`config.mk`:
```
export PLATFORM = sky130hd
export DESIGN_NAME = spike_output_drain
export DESIGN_NICKNAME = d
export VERILOG_FILES = /design/src/rtl/spike_io_pkg.sv /design/src/rtl/spike_output_drain_host_word_reg.sv /design/src/rtl/spike_output_drain.sv
export SDC_FILE = /design/constraint.sdc
export NUM_CORES = 1
export LEC_CHECK = 0
export ABC_AREA = 1
export CAP_MARGIN = 20
export CORE_ASPECT_RATIO = 1.2
export CORE_MARGIN = 8
export CORE_UTILIZATION = 25
export DETAILED_ROUTE_END_ITERATION = 16
export HOLD_SLACK_MARGIN = 0.03
export PLACE_DENSITY = 0.47
export SLEW_MARGIN = 25
export SYNTH_ARGS = -nofsm -noshare
export SYNTH_HDL_FRONTEND = slang
export SYNTH_HIERARCHICAL = 1
export SYNTH_SLANG_ARGS = --single-unit
```
`constraint.sdc`:
```
create_clock -name Clock -period 5.1 [get_ports Clock]
set_input_delay 0.51 -clock Clock [delete_from_list [all_inputs] [get_ports Clock]]
set_output_delay 0.51 -clock Clock [all_outputs]
set_load 0.05 [all_outputs]
```
`src/rtl/spike_io_pkg.sv`:
```
// spike_io_pkg
//   Shared definitions for the host-side output-queue drain: FSM state
//   encoding, host word type codes, default widths and helpers that derive
//   the host word field layout from the width parameters.
//   Host word layout (MSB..LSB): {Type, BT, Payload}
//     Event  payload = {1'b0, neuron ID}
//     Marker payload = spike count for the closed step
package spike_io_pkg;

   localparam int BT_WIDTH_DEF          = 36;
   localparam int NEURON_ADDR_WIDTH_DEF = 8;
   localparam int TOTAL_WIDTH_DEF       = 32;

   typedef enum logic [2:0] {
      ST_IDLE      = 3'd0,
      ST_POP       = 3'd1,
      ST_SETTLE    = 3'd2,
      ST_SEND_EVT  = 3'd3,
      ST_SEND_MARK = 3'd4
   } drain_state_e;

   localparam logic TYPE_EVENT = 1'b0;
   localparam logic TYPE_MARK  = 1'b1;

   function automatic int payload_width(input int naw);
      return naw + 1;
   endfunction

   function automatic int host_width(input int btw, input int naw);
      return 1 + btw + payload_width(naw);
   endfunction

   function automatic int bt_lsb(input int naw);
      return payload_width(naw);
   endfunction

   function automatic int type_bit(input int btw, input int naw);
      return btw + payload_width(naw);
   endfunction

   localparam int PAYLOAD_W_DEF = payload_width(NEURON_ADDR_WIDTH_DEF);
   localparam int HOST_W_DEF    = host_width(BT_WIDTH_DEF, NEURON_ADDR_WIDTH_DEF);
   localparam int BT_LSB_DEF    = bt_lsb(NEURON_ADDR_WIDTH_DEF);
   localparam int TYPE_BIT_DEF  = type_bit(BT_WIDTH_DEF, NEURON_ADDR_WIDTH_DEF);

endpackage

```
`src/rtl/spike_output_drain_host_word_reg.sv`:
```
// host_word_reg
//   Single-entry valid/ready holding register for the host stream. A word
//   is loaded once and held unchanged until the host accepts it.
// Ports:
//   Clock, Reset  clock, synchronous active-high reset
//   load_i        load data_i and raise valid (only issued while empty)
//   data_i        word to load
//   ready_i       host accepts the held word
//   valid_o       held word valid
//   data_o        held word
//   fire_o        handshake completes this cycle
module host_word_reg
   import spike_io_pkg::*;
#(
   parameter int W = HOST_W_DEF
) (
   input  logic         Clock,
   input  logic         Reset,
   input  logic         load_i,
   input  logic [W-1:0] data_i,
   input  logic         ready_i,
   output logic         valid_o,
   output logic [W-1:0] data_o,
   output logic         fire_o
);

   logic         valid_q, valid_d;
   logic [W-1:0] data_q, data_d;

   assign fire_o  = valid_q & ready_i;
   assign valid_o = valid_q;
   assign data_o  = data_q;

   always_comb begin
      valid_d = valid_q;
      data_d  = data_q;
      if (load_i) begin
         valid_d = 1'b1;
         data_d  = data_i;
      end else if (fire_o) begin
         valid_d = 1'b0;
      end
   end

   always_ff @(posedge Clock) begin
      if (Reset) begin
         valid_q <= 1'b0;
         data_q  <= '0;
      end else begin
         valid_q <= valid_d;
         data_q  <= data_d;
      end
   end

endmodule

```
`src/rtl/spike_output_drain.sv`:
```
// spike_output_drain
//   Drains the Output Queue toward the host: each entry is popped exactly
//   once and sent as an event word; a marker word carrying the spike count
//   closes every timestep that produced at least one spike.
// Ports:
//   Clock, Reset      clock, synchronous active-high reset
//   Enable            drain permitted (sampled in IDLE only)
//   CurrentBT         controller's current biological time
//   IsOutQueueEmpty   queue empty flag
//   OutBT_Head/OutNID_Head  queue head entry
//   OutDequeue        registered single-cycle pop strobe
//   HostValid/HostReady/HostData  host stream {Type, BT, Payload}
//   EventsSent        running count of accepted event words (wraps)
//   Busy              FSM not in IDLE
//
//   state      | meaning
//   -----------+------------------------------------------------------
//   IDLE       | decide: flush a marker, pop the head, or wait
//   POP        | OutDequeue high for this one cycle
//   SETTLE     | let the queue head advance; load the event word
//   SEND_EVT   | event word offered until accepted
//   SEND_MARK  | end-of-step marker offered until accepted
module spike_output_drain
   import spike_io_pkg::*;
#(
   parameter int BT_WIDTH          = BT_WIDTH_DEF,
   parameter int NEURON_ADDR_WIDTH = NEURON_ADDR_WIDTH_DEF,
   parameter int TOTAL_WIDTH       = TOTAL_WIDTH_DEF
) (
   input  logic                                  Clock,
   input  logic                                  Reset,
   input  logic                                  Enable,
   input  logic [BT_WIDTH-1:0]                   CurrentBT,
   input  logic                                  IsOutQueueEmpty,
   input  logic [BT_WIDTH-1:0]                   OutBT_Head,
   input  logic [NEURON_ADDR_WIDTH-1:0]          OutNID_Head,
   output logic                                  OutDequeue,
   output logic                                  HostValid,
   input  logic                                  HostReady,
   output logic [BT_WIDTH+NEURON_ADDR_WIDTH+1:0] HostData,
   output logic [TOTAL_WIDTH-1:0]                EventsSent,
   output logic                                  Busy
);

   localparam int PW = payload_width(NEURON_ADDR_WIDTH);
   localparam int HW = host_width(BT_WIDTH, NEURON_ADDR_WIDTH);

   drain_state_e                 state_q, state_d;
   logic [BT_WIDTH-1:0]          last_bt_q, last_bt_d;
   logic [PW-1:0]                step_cnt_q, step_cnt_d;
   logic                         have_step_q, have_step_d;
   logic [BT_WIDTH-1:0]          held_bt_q, held_bt_d;
   logic [NEURON_ADDR_WIDTH-1:0] held_nid_q, held_nid_d;
   logic [TOTAL_WIDTH-1:0]       events_q, events_d;
   logic                         deq_q, deq_d;

   logic          word_load;
   logic [HW-1:0] word_data;
   logic          word_fire;
   logic          step_closed;

   // A step closes when the queue head moves to a new BT, or when the queue
   // is empty and the controller has moved on; either way only if the step
   // actually carried spikes.
   assign step_closed = have_step_q &&
                        (IsOutQueueEmpty ? (CurrentBT != last_bt_q)
                                         : (OutBT_Head != last_bt_q));

   always_comb begin
      state_d     = state_q;
      last_bt_d   = last_bt_q;
      step_cnt_d  = step_cnt_q;
      have_step_d = have_step_q;
      held_bt_d   = held_bt_q;
      held_nid_d  = held_nid_q;
      events_d    = events_q;
      word_load   = 1'b0;
      word_data   = '0;
      case (state_q)
         ST_IDLE: begin
            if (step_closed) begin
               state_d   = ST_SEND_MARK;
               word_load = 1'b1;
               word_data = {TYPE_MARK, last_bt_q, step_cnt_q};
            end else if (Enable && !IsOutQueueEmpty) begin
               held_bt_d  = OutBT_Head;
               held_nid_d = OutNID_Head;
               state_d    = ST_POP;
            end
         end
         ST_POP:    state_d = ST_SETTLE;
         ST_SETTLE: begin
            state_d   = ST_SEND_EVT;
            word_load = 1'b1;
            word_data = {TYPE_EVENT, held_bt_q, 1'b0, held_nid_q};
         end
         ST_SEND_EVT: begin
            if (word_fire) begin
               last_bt_d   = held_bt_q;
               have_step_d = 1'b1;
               if (step_cnt_q != '1) step_cnt_d = step_cnt_q + 1'b1;
               events_d    = events_q + 1'b1;
               state_d     = ST_IDLE;
            end
         end
         ST_SEND_MARK: begin
            if (word_fire) begin
               step_cnt_d  = '0;
               have_step_d = 1'b0;
               state_d     = ST_IDLE;
            end
         end
         default: state_d = ST_IDLE;
      endcase
      deq_d = (state_d == ST_POP);
   end

   always_ff @(posedge Clock) begin
      if (Reset) begin
         state_q     <= ST_IDLE;
         last_bt_q   <= '0;
         step_cnt_q  <= '0;
         have_step_q <= 1'b0;
         held_bt_q   <= '0;
         held_nid_q  <= '0;
         events_q    <= '0;
         deq_q       <= 1'b0;
      end else begin
         state_q     <= state_d;
         last_bt_q   <= last_bt_d;
         step_cnt_q  <= step_cnt_d;
         have_step_q <= have_step_d;
         held_bt_q   <= held_bt_d;
         held_nid_q  <= held_nid_d;
         events_q    <= events_d;
         deq_q       <= deq_d;
      end
   end

   host_word_reg #(.W(HW)) u_word (
      .Clock   (Clock),
      .Reset   (Reset),
      .load_i  (word_load),
      .data_i  (word_data),
      .ready_i (HostReady),
      .valid_o (HostValid),
      .data_o  (HostData),
      .fire_o  (word_fire)
   );

   assign OutDequeue = deq_q;
   assign EventsSent = events_q;
   assign Busy       = (state_q != ST_IDLE);

endmodule
```
==> out/qor.yml <==
max_cap_violations: 0
place_hpwl_mm: 22.1
ir_drop_uv: 165
crit_path_max_fanout: 47
yosysWarningCount: 6
critPathCaptureType: "flip-flop"
layout.cells.most_common: "nand2_1"
mapped_area_mm2: 0.00868
async_s_r_ff_share_synth: 0
cts_resized: 0
die_area_mm2: 0.0410
chipHeight_um: 220
insertion_delay_ns: 0.43
crit_arrival_ns: 3.42
synth_fp_nets: 1403
drt-initial-drc-count: 528
cts.hold.buffers_added: 0
synth-edff-count: 0
timing.fmax_mhz: 328
synth_seq_area_share: 0.399
cts.repair_timing.setup_buffer_count: 0
critical_path.slowest_cell: "buf_4"
post_drt_wl_per_cell_um: 16.7
core_mm2: 0.0342
number_of_library_cell_types_mapped_by_synthesis: 39
postLayoutCoreUtil: 0.331
grt_overflow_total: 0
postRouteAntennaNets: 0
timing_worst_setup_path_type: "input port to flip-flop"
floorplan.initialDensity: 0.254
clock_tree_from_tritoncts: "yes"
dr.pass1.iters: 6
critical-path-max-stage-delay_ns: 0.52
timing.final.crit_period_ns: 3.05
gpl.final_weighted_congestion: 0.804
leakage_nw: 4.67
grt_first_pass_wirelength_mm: 49.1
detail_route.vias_per_cell: 4.64
crit_path_start_kind: "input port"
hold_violations: 0
clock_tree.htree_level_count: 4
grt_pass1_vias: 8670
io_pins: 166
max_clock_skew_ns: 0.0111
data_required_time_of_the_critical_path_ns: 5.47
antenna_found_initial: 2
timing.max_slew.rel_slack: 0.437
maxSlewViolCount: 0
status: "finished, final reports clean"
tightest_slew_ns: 0.843
final_net_count: 1528
row_count: 74
critical-path-top-cell-by-count: "nor2_1"
antenna-diode-count: 0
numClockSinks: 173
cts.path.max_buffers: 2
unrepaired_setup_endpoints_after_global_routing: "false"
numCtsBuffers: 17
power_density_mw_per_mm2: 311
layout-area-overhead-vs-synth_pct: 30.2
setup_violations: 0
clock-root-buffer: "clkbuf_16"
layout_common_cells: "nand2_1 (297), nor2_1 (224), dfxtp_1 (173), clkdlybuf4s50_1 (164), o21ai_0 (139)"
synthesis.area_per_instance_um2: 6.60
syn-instance-count: 1315
num_vias: 8847
hold_class: "flip-flop to flip-flop"
final_min_period_over_clock_period: 0.598
fin_tns_setup_ns: 0
path_clk_slew_ns: 0.06
grt_start_max_net_pins: 87
fillers: 3662
ys_ff_latch: 173
drcViolationCount: 0
die-width_um: 186
routed_wl_mm: 31.9
buffer_ports.inserted: 165
p_total_mw: 3.52
synth_flop_cell: "dfxtp_1"
worstPathBufferInverterCount: 4
series_of_cell_instances_along_the_critical_path: "buf_2, buf_4, o21ai_0, xor2_1, nor2_1, nand2_1, nor2_1, nand3_2, nand3_2, o21ai_4, inv_4, buf_4, nor2_1, nor2_1"
drive_above_1_share: 0.0441
grt_util_all_layers: 0.155
timing.critical_path.max_delay_family: "buffers and inverters"
tightest hold or removal path, cell delays in order, from the launching register on:
cell and delay [ns]:
dfxtp_1 0.31, inv_1 0.08, a21oi_1 0.06
flip-flops by register name (all words and copies together) (netlist names):
name	flops
have_step_q	1
OutDequeue	1
EventsSent	32
held_bt_q	36
u_word/valid_o	1
state_q	3
u_word/data_o	46
step_cnt_q	9
last_bt_q	36
held_nid_q	8
power breakdown:
group / total (mW) / switching [mW] / internal [mW]
sequential: 1.47 / 0.0533 / 1.42
combinational: 0.603 / 0.389 / 0.214
clock: 1.44 / 0.568 / 0.873
layout make-up:
type,instances,area (um2),area share
clock inverter,9,158,0.0140
tap,456,571,0.0505
multi-input combinational,957,4430,0.392
clock buffer,22,484,0.0429
sequential,173,3460,0.307
inverter,110,418,0.0370
timing repair buffer,181,1780,0.157
stage by stage:
step                      cell area (um2)  instances  hold slack [ns]  setup WS (ns)
final                               11300       1908            0.493           2.05
after floorplan                      8680       1315            0.452           2.60
after detailed placement            10600       1877            0.479           1.66
after CTS                           11300       1908            0.494           2.12
after global routing                11300       1908            0.516           1.82
after global placement              10600       1877            0.466           1.73
layer usage:
metal | GRT usage | routed length [um]
met1 | 0.185 | 13700
met2 | 0.273 | 15700
met3 | 0.0339 | 1810
met4 | 0.0514 | 728
met5 | 0 | 27
synthesized netlist by cell type, types with 5 or more instances:
library cell	instances	share of area
nand3b_1	36	0.031
nor4_1	6	0.0043
nor2_1	225	0.097
buf_2	20	0.012
clkbuf_2	5	0.0029
buf_6	8	0.010
xor2_1	11	0.011
o21ai_0	140	0.081
a21oi_1	87	0.050
o211ai_1	10	0.0086
nor2_2	5	0.0036
nor3_1	15	0.0086
nand3_1	97	0.056
nand2_1	298	0.13
clkbuf_1	36	0.016
dfxtp_1	173	0.40
inv_1	105	0.045
cell families after synthesis:
| family | Yosys count | share of synthesized area |
|---|---|---|
| AND/OR/NAND/NOR | 691 | 0.338 |
| AO/OA/AOI/OAI | 248 | 0.148 |
| buffers and inverters | 185 | 0.0946 |
| flip-flops | 173 | 0.399 |
| XOR/XNOR | 15 | 0.0151 |
| adder cells (fa/ha/maj) | 3 | 0.00433 |
worst paths after layout:
kind	startpoint	endpoint	slack, ns	depth (start not counted)
max	IsOutQueueEmpty	u_word/data_o[45]	2.05	14
min	last_bt_q[32]	last_bt_q[32]	0.49	2
max reg2reg	state_q[0]	OutDequeue	2.41	10
min reg2reg	last_bt_q[32]	last_bt_q[32]	0.49	2
Note: power is estimated with default switching activity, not from simulation.
